==> src/rtl/rv_ctrl_pkg.sv <==
// Shared encodings for the RV32 pipeline controller:
// opcodes, MRET word, PC select, controller states and trap causes.
package rv_ctrl_pkg;

  localparam logic [6:0] OP_LOAD   = 7'b0000011;
  localparam logic [6:0] OP_STORE  = 7'b0100011;
  localparam logic [6:0] OP_BRANCH = 7'b1100011;
  localparam logic [6:0] OP_JAL    = 7'b1101111;
  localparam logic [6:0] OP_JALR   = 7'b1100111;
  localparam logic [6:0] OP_OP     = 7'b0110011;
  localparam logic [6:0] OP_IMM    = 7'b0010011;
  localparam logic [6:0] OP_LUI    = 7'b0110111;
  localparam logic [6:0] OP_AUIPC  = 7'b0010111;
  localparam logic [6:0] OP_SYSTEM = 7'b1110011;

  localparam logic [31:0] MRET_WORD = 32'h30200073;

  typedef enum logic [1:0] {
    PC_NEXT  = 2'b00,
    PC_ALU   = 2'b01,
    PC_MTVEC = 2'b10,
    PC_MEPC  = 2'b11
  } pc_sel_e;

  typedef enum logic [1:0] {
    RUN      = 2'd0,
    MEM_WAIT = 2'd1,
    FLUSH    = 2'd2
  } ctrl_state_e;

  localparam logic [3:0] CAUSE_EXT_IRQ     = 4'd11;
  localparam logic [3:0] CAUSE_LOAD_FAULT  = 4'd5;
  localparam logic [3:0] CAUSE_STORE_FAULT = 4'd7;

endpackage

==> src/rtl/rv_operand_usage.sv <==
// Classifies one RV32 instruction word by the register
// operands it reads/writes and whether it touches data memory.
module rv_operand_usage
  import rv_ctrl_pkg::*;
(
  input  logic [31:0] instr,
  output logic        uses_rs1,
  output logic        uses_rs2,
  output logic        writes_rd,
  output logic        is_mem,
  output logic        is_load
);

  logic [6:0] op;
  logic [2:0] f3;
  logic       csr;
  logic       unused_bits;

  assign op  = instr[6:0];
  assign f3  = instr[14:12];
  assign csr = (op == OP_SYSTEM) && (f3 != 3'd0);

  assign writes_rd = (op inside {OP_OP, OP_IMM, OP_LOAD,
                      OP_LUI, OP_AUIPC, OP_JAL, OP_JALR})
                     || csr;
  // CSR immediate forms (funct3[2]=1) carry uimm in rs1
  assign uses_rs1  = (op inside {OP_OP, OP_IMM, OP_LOAD,
                      OP_STORE, OP_BRANCH, OP_JALR})
                     || (csr && !f3[2]);
  assign uses_rs2  = op inside {OP_OP, OP_STORE, OP_BRANCH};
  assign is_load   = (op == OP_LOAD);
  assign is_mem    = is_load || (op == OP_STORE);

  assign unused_bits = ^{instr[31:15], instr[11:7]};

endmodule

==> src/rtl/pipeline_controller.sv <==
// Stall/flush/forward/PC-select sequencer for the 3-stage
// RV32 pipeline, with memory wait-state and trap handling.
module pipeline_controller
  import rv_ctrl_pkg::*;
#(
  parameter int MEM_TIMEOUT  = 255,
  parameter int FLUSH_CYCLES = 1
) (
  input  logic        clk,
  input  logic        rst,
  input  logic [31:0] de_instr,
  input  logic        de_valid,
  input  logic [31:0] wb_instr,
  input  logic        wb_valid,
  input  logic        br_taken,
  input  logic        dmem_ready,
  input  logic        irq,
  input  logic        mie,
  output logic        stall_if,
  output logic        stall_de,
  output logic        flush_de,
  output logic [1:0]  pc_sel,
  output logic        fwd_a,
  output logic        fwd_b,
  output logic        trap_taken,
  output logic        epc_sel,
  output logic        trap_irq,
  output logic [3:0]  trap_cause
);

  logic de_rs1, de_rs2, de_wr, de_mem, de_load;
  logic wb_rs1, wb_rs2, wb_wr, wb_mem, wb_load;
  logic unused_ok;

  rv_operand_usage u_de (
    .instr     (de_instr),
    .uses_rs1  (de_rs1),
    .uses_rs2  (de_rs2),
    .writes_rd (de_wr),
    .is_mem    (de_mem),
    .is_load   (de_load)
  );

  rv_operand_usage u_wb (
    .instr     (wb_instr),
    .uses_rs1  (wb_rs1),
    .uses_rs2  (wb_rs2),
    .writes_rd (wb_wr),
    .is_mem    (wb_mem),
    .is_load   (wb_load)
  );

  assign unused_ok = ^{de_wr, de_mem, de_load, wb_rs1, wb_rs2};

  ctrl_state_e state, state_n;
  logic [9:0]  wait_cnt, wait_n;
  logic [1:0]  flush_cnt, flush_n;

  logic    wb_hit, jump, is_mret, redirect;
  logic    mem_pend, irq_take, go_flush;
  logic    s_if, s_de, fl, tr, epc, ti;
  logic [3:0] cause;
  pc_sel_e pc;

  assign wb_hit = wb_valid && wb_wr
                  && (wb_instr[11:7] != 5'd0);
  assign fwd_a  = !rst && wb_hit && de_rs1
                  && (wb_instr[11:7] == de_instr[19:15]);
  assign fwd_b  = !rst && wb_hit && de_rs2
                  && (wb_instr[11:7] == de_instr[24:20]);

  assign jump = de_valid
    && ((de_instr[6:0] == OP_JAL)
     || (de_instr[6:0] == OP_JALR)
     || ((de_instr[6:0] == OP_BRANCH) && br_taken));
  assign is_mret  = de_valid && (de_instr == MRET_WORD);
  assign redirect = jump || is_mret;
  assign mem_pend = wb_valid && wb_mem && !dmem_ready;
  assign irq_take = irq && mie && de_valid;

  always_comb begin
    state_n  = state;
    wait_n   = wait_cnt;
    flush_n  = flush_cnt;
    go_flush = 1'b0;
    s_if     = 1'b0;
    s_de     = 1'b0;
    fl       = 1'b0;
    tr       = 1'b0;
    epc      = 1'b0;
    ti       = 1'b0;
    cause    = 4'd0;
    pc       = PC_NEXT;
    unique case (state)
      RUN: begin
        if (mem_pend) begin
          s_if    = 1'b1;
          s_de    = 1'b1;
          state_n = MEM_WAIT;
          wait_n  = 10'd1;
        end else if (irq_take) begin
          // DE is replayed after the handler, so its redirect is dropped
          tr       = 1'b1;
          ti       = 1'b1;
          cause    = CAUSE_EXT_IRQ;
          pc       = PC_MTVEC;
          go_flush = 1'b1;
        end else if (redirect) begin
          pc       = is_mret ? PC_MEPC : PC_ALU;
          go_flush = 1'b1;
        end
      end
      MEM_WAIT: begin
        if (dmem_ready) begin
          state_n = RUN;
          wait_n  = '0;
          if (redirect) begin
            pc       = is_mret ? PC_MEPC : PC_ALU;
            go_flush = 1'b1;
          end
        end else if (wait_cnt == 10'(MEM_TIMEOUT)) begin
          tr       = 1'b1;
          epc      = 1'b1;
          cause    = wb_load ? CAUSE_LOAD_FAULT
                             : CAUSE_STORE_FAULT;
          pc       = PC_MTVEC;
          go_flush = 1'b1;
          wait_n   = '0;
        end else begin
          s_if   = 1'b1;
          s_de   = 1'b1;
          wait_n = wait_cnt + 10'd1;
        end
      end
      FLUSH: begin
        fl      = (flush_cnt != 2'd0);
        flush_n = flush_cnt - 2'd1;
        if (flush_cnt <= 2'd1) begin
          state_n = RUN;
          flush_n = '0;
        end
      end
      default: state_n = RUN;
    endcase
    if (go_flush) begin
      fl = 1'b1;
      if (FLUSH_CYCLES > 1) begin
        state_n = FLUSH;
        flush_n = 2'(FLUSH_CYCLES - 1);
      end else begin
        state_n = RUN;
      end
    end
  end

  always_ff @(posedge clk or posedge rst) begin
    if (rst) begin
      state     <= RUN;
      wait_cnt  <= '0;
      flush_cnt <= '0;
    end else begin
      state     <= state_n;
      wait_cnt  <= wait_n;
      flush_cnt <= flush_n;
    end
  end

  // Reset forces every output low even while inputs are live
  assign stall_if   = !rst && s_if;
  assign stall_de   = !rst && s_de;
  assign flush_de   = !rst && fl;
  assign pc_sel     = rst ? 2'b00 : pc;
  assign trap_taken = !rst && tr;
  assign epc_sel    = !rst && epc;
  assign trap_irq   = !rst && ti;
  assign trap_cause = rst ? 4'd0 : cause;

endmodule

==> config.mk <==
export PLATFORM = sky130hd
export DESIGN_NAME = pipeline_controller
export DESIGN_NICKNAME = d
export VERILOG_FILES = /design/src/rtl/rv_ctrl_pkg.sv /design/src/rtl/rv_operand_usage.sv /design/src/rtl/pipeline_controller.sv
export SDC_FILE = /design/constraint.sdc
export NUM_CORES = 1
export LEC_CHECK = 0
export CAP_MARGIN = 10
export CORE_MARGIN = 2
export CORE_UTILIZATION = 30
export CTS_CLUSTER_DIAMETER = 150
export DETAILED_ROUTE_END_ITERATION = 16
export PLACE_DENSITY = 0.86
export SETUP_SLACK_MARGIN = 0.3
export SLEW_MARGIN = 30
export SYNTH_ARGS = -nofsm -noshare
export SYNTH_HDL_FRONTEND = slang
export SYNTH_SLANG_ARGS = --single-unit
==> constraint.sdc <==
create_clock -name clk -period 1.6 [get_ports clk]
set_input_delay 0.32 -clock clk [delete_from_list [all_inputs] [get_ports clk]]
set_output_delay 0.32 -clock clk [all_outputs]
set_load 0.005 [all_outputs]
==> qor.yml, run 1 <==
h-tree-depth: 1
die_x_um: 64.86
cts.sinks: 11
io_buffers: 68
grt_antenna_before_repair: 1
r2r-start: "wait_cnt[1]"
multi_input_area_um2: 1287
fp.dieArea_um2: 4206
wl_per_cell_um: 21.42
required_ns: 1.28
grt_max_degree: 12
cp_slowest_cell: "dfrtp_1"
critical-path-top-delay-family: "simple AND/OR/NAND/NOR gates"
ys_seq_area_share_pct: 24.77
cts_tree: "yes"
end_kind: "output port"
numCtsBuffers: 3
start_util_pct: 30.81
cp_slowest_stage_delay_ns: 0.38
layout_commonest_cell: "buf_4"
drtIter0Drc: 108
critPathLaunch: "wait_cnt[1]"
ys_seq_elements: 11
dr_total_vias: 1934
synthCells: 141
clock_latency_ns: 0.25
power_density_nw_per_um2: 480.1
rr_endpoint: "wait_cnt[3]"
synthAdderAreaFrac_pct: 1.126
synth.largest_area_cell: "dfrtp_1"
violations: "negative setup slack"
synthMuxAreaShare_pct: 0
synthSimpleGateAreaFrac_pct: 36.49
hp-class: "primary input to register"
first_global_vias: 1967
layout-drive-gt1-share_pct: 67.47
drtAntennaViolNets: 0
final-hold-violation-count: 0
layout_common_cells: "buf_4, buf_6, buf_2"
maxSlewHeadroom_pct: 74.82
worst_slack_ns: -0.6257
critical_path_class: "register to output port"
crit_path_start_kind: "register"
postSynthAreaPerCell_um2: 7.880
critical_path.max_fanout: 3
finalCritPeriodShare_pct: 139.1
place_hpwl_um: 4077
areaGrowthSynthToFinish_pct: 166.3
core_area_um2: 3606
clock_path_buffers: 2
first_pass_iters: 4
grt_pass1_wl_um: 9915
path_buf_inv: 3
synthesis.area_um2: 1111
seqCellArea_um2: 276.5
synth_edf_count: 0
fin_skew_ns: 0.004163
slew_viol_final: 0
drc: 0
cp_data_arrival_time_ns: 1.91
synth_compound_area_share_pct: 24.10
outcome: "finished, violations left"
place_area_um2: 2332
ioPinCount: 86
yosys.area_share.xor_xnor_pct: 7.883
vias_per_cell: 5.722
path_clk_slew_ns: 0.06
grt_remaining_overflow: 0
synthesis.nets: 214
synthDistinctLibCells: 43
routed_wl_um: 7239
setup_viol: 17
fin_nets: 363
num_rows: 22
rsz0062_at_grt: "yes"
ys_warn_count: 0
crit_end: "flush_de"
worst_slew_pin_slew_ns: 0.3746
r2r_slack_ns: -0.07
cts_root_buffer: "clkbuf_8"
synth.top_cells.by_area: "dfrtp_1, xor2_1, nor3_1"
ir_drop_mv: 0.3914
synth_top_area_share_pct: 24.77
dp_slack_ns: -1.309
grt.total_usage_pct: 30.68
whs_ns: 0.4850
die_h_um: 64.86
cp_cell_sequence: "ha_2 > and3_4 > and4_4 > buf_12 > a21oi_4 > buf_6 > a311oi_2 > buf_2"
synth_top_family_by_area: "simple AND/OR/NAND/NOR gates"
ff2ff_path_depth: 8
leakagePower_nw: 1.333
drv_cap: 0
worst-path-stages: 8
synth_ff_type: "dfrtp_1"
tns_ns: -6.320
min_period_ns: 2.226
fmax_mhz: 449.3
gp_congestion: 0.9113
fin_area_um2: 2959
synthArstFlopShare_pct: 100.0
num-fill-cells: 199
## area by class of cell
cell class,count,share of cell area [%]
diodes,1,0.08457
clock buffers,4,1.522
inverters,4,0.5074
multi-input cells,118,43.51
flip-flops and latches,11,9.345
well taps,48,2.030
repair buffers,152,43.00
## what timing repair did
action / 4_1_cts / 5_1_grt
hold buffers: 0 / 0
buffers inserted: 18 / 11
resized for setup: 199 / 62
pin swaps: 38 / 34
endpoints found under the setup margin: 25 / 25
cloned: 0 / 0
## worst min-delay path by stage
| stage | start | end | slack, ns | depth (start not counted) |
|---|---|---|---|---|
| CTS | dmem_ready | wait_cnt[0] | 0.44 | 3 |
| finish | dmem_ready | wait_cnt[0] | 0.48 | 3 |
| global route | dmem_ready | wait_cnt[0] | 0.49 | 3 |
| floorplan | dmem_ready | wait_cnt[0] | 0.41 | 1 |
| global placement | wait_cnt[9] | wait_cnt[9] | 0.55 | 2 |
| detailed placement | wait_cnt[9] | wait_cnt[9] | 0.57 | 2 |
## sequential cells by signal, summed over array words and instances, names as in the netlist
register / count
state: 1
wait_cnt: 10
## stage by stage
| stage | utilization [%] | std cells | power (mW) |
|---|---|---|---|
| floorplan | - | 141 | 0.5238 |
| global placement | 64.68 | 304 | 0.8584 |
| CTS | 74.46 | 326 | 1.264 |
| detailed placement | 64.68 | 304 | 0.8775 |
| global route | 82.06 | 338 | 1.485 |
| finish | 82.06 | 338 | 1.421 |
## cell families (layout without fill, tap and decap cells)
group           after synthesis  count (layout)
fa+ha+maj                     1               1
other cells                   0               1
flops                        11              11
xor+xnor                     10              10
simple gates                 69              69
compound gates               38              38
buf+inv                      12             160
## layer usage
layer	global-route usage (%)	vias up	share of wire [%]
met4	10.90	0	6.3
met1	34.97	943	34
met5	0	-	0
met2	57.09	106	53
li1	-	845	-
met3	4.861	40	6.6
## worst register-to-register path: cells and delay by family (launching register included)
kind	cells	cell delay, ns
fa+ha+maj	1	0.20
flops	1	0.40
buf+inv	3	0.41
simple gates	2	0.22
compound gates	2	0.38
## report_power, final
group          internal (mW)  total [mW]  switching [mW]
registers              0.307       0.331          0.0233
logic                  0.429       0.789           0.360
clock network          0.176       0.301           0.124
total                  0.913        1.42           0.508
## synth_stat cells, types with 4 or more instances
master	count
nand2b_1	4
o21ai_0	7
nor4b_1	4
a21oi_1	5
nand4_1	4
nor2_1	9
inv_1	4
a31oi_1	6
and4_1	4
nor4_1	5
buf_4	4
nand2_1	12
dfrtp_1	11
nor3_1	9
xor2_1	7
(Power assumes the default switching activity.)
==> run 2, diff against run 1 <==
CTS_CLUSTER_SIZE = 8   (was default)
==> results of run 2 <==
No change in the layout: final DEF, timing and power equal those of run 1.
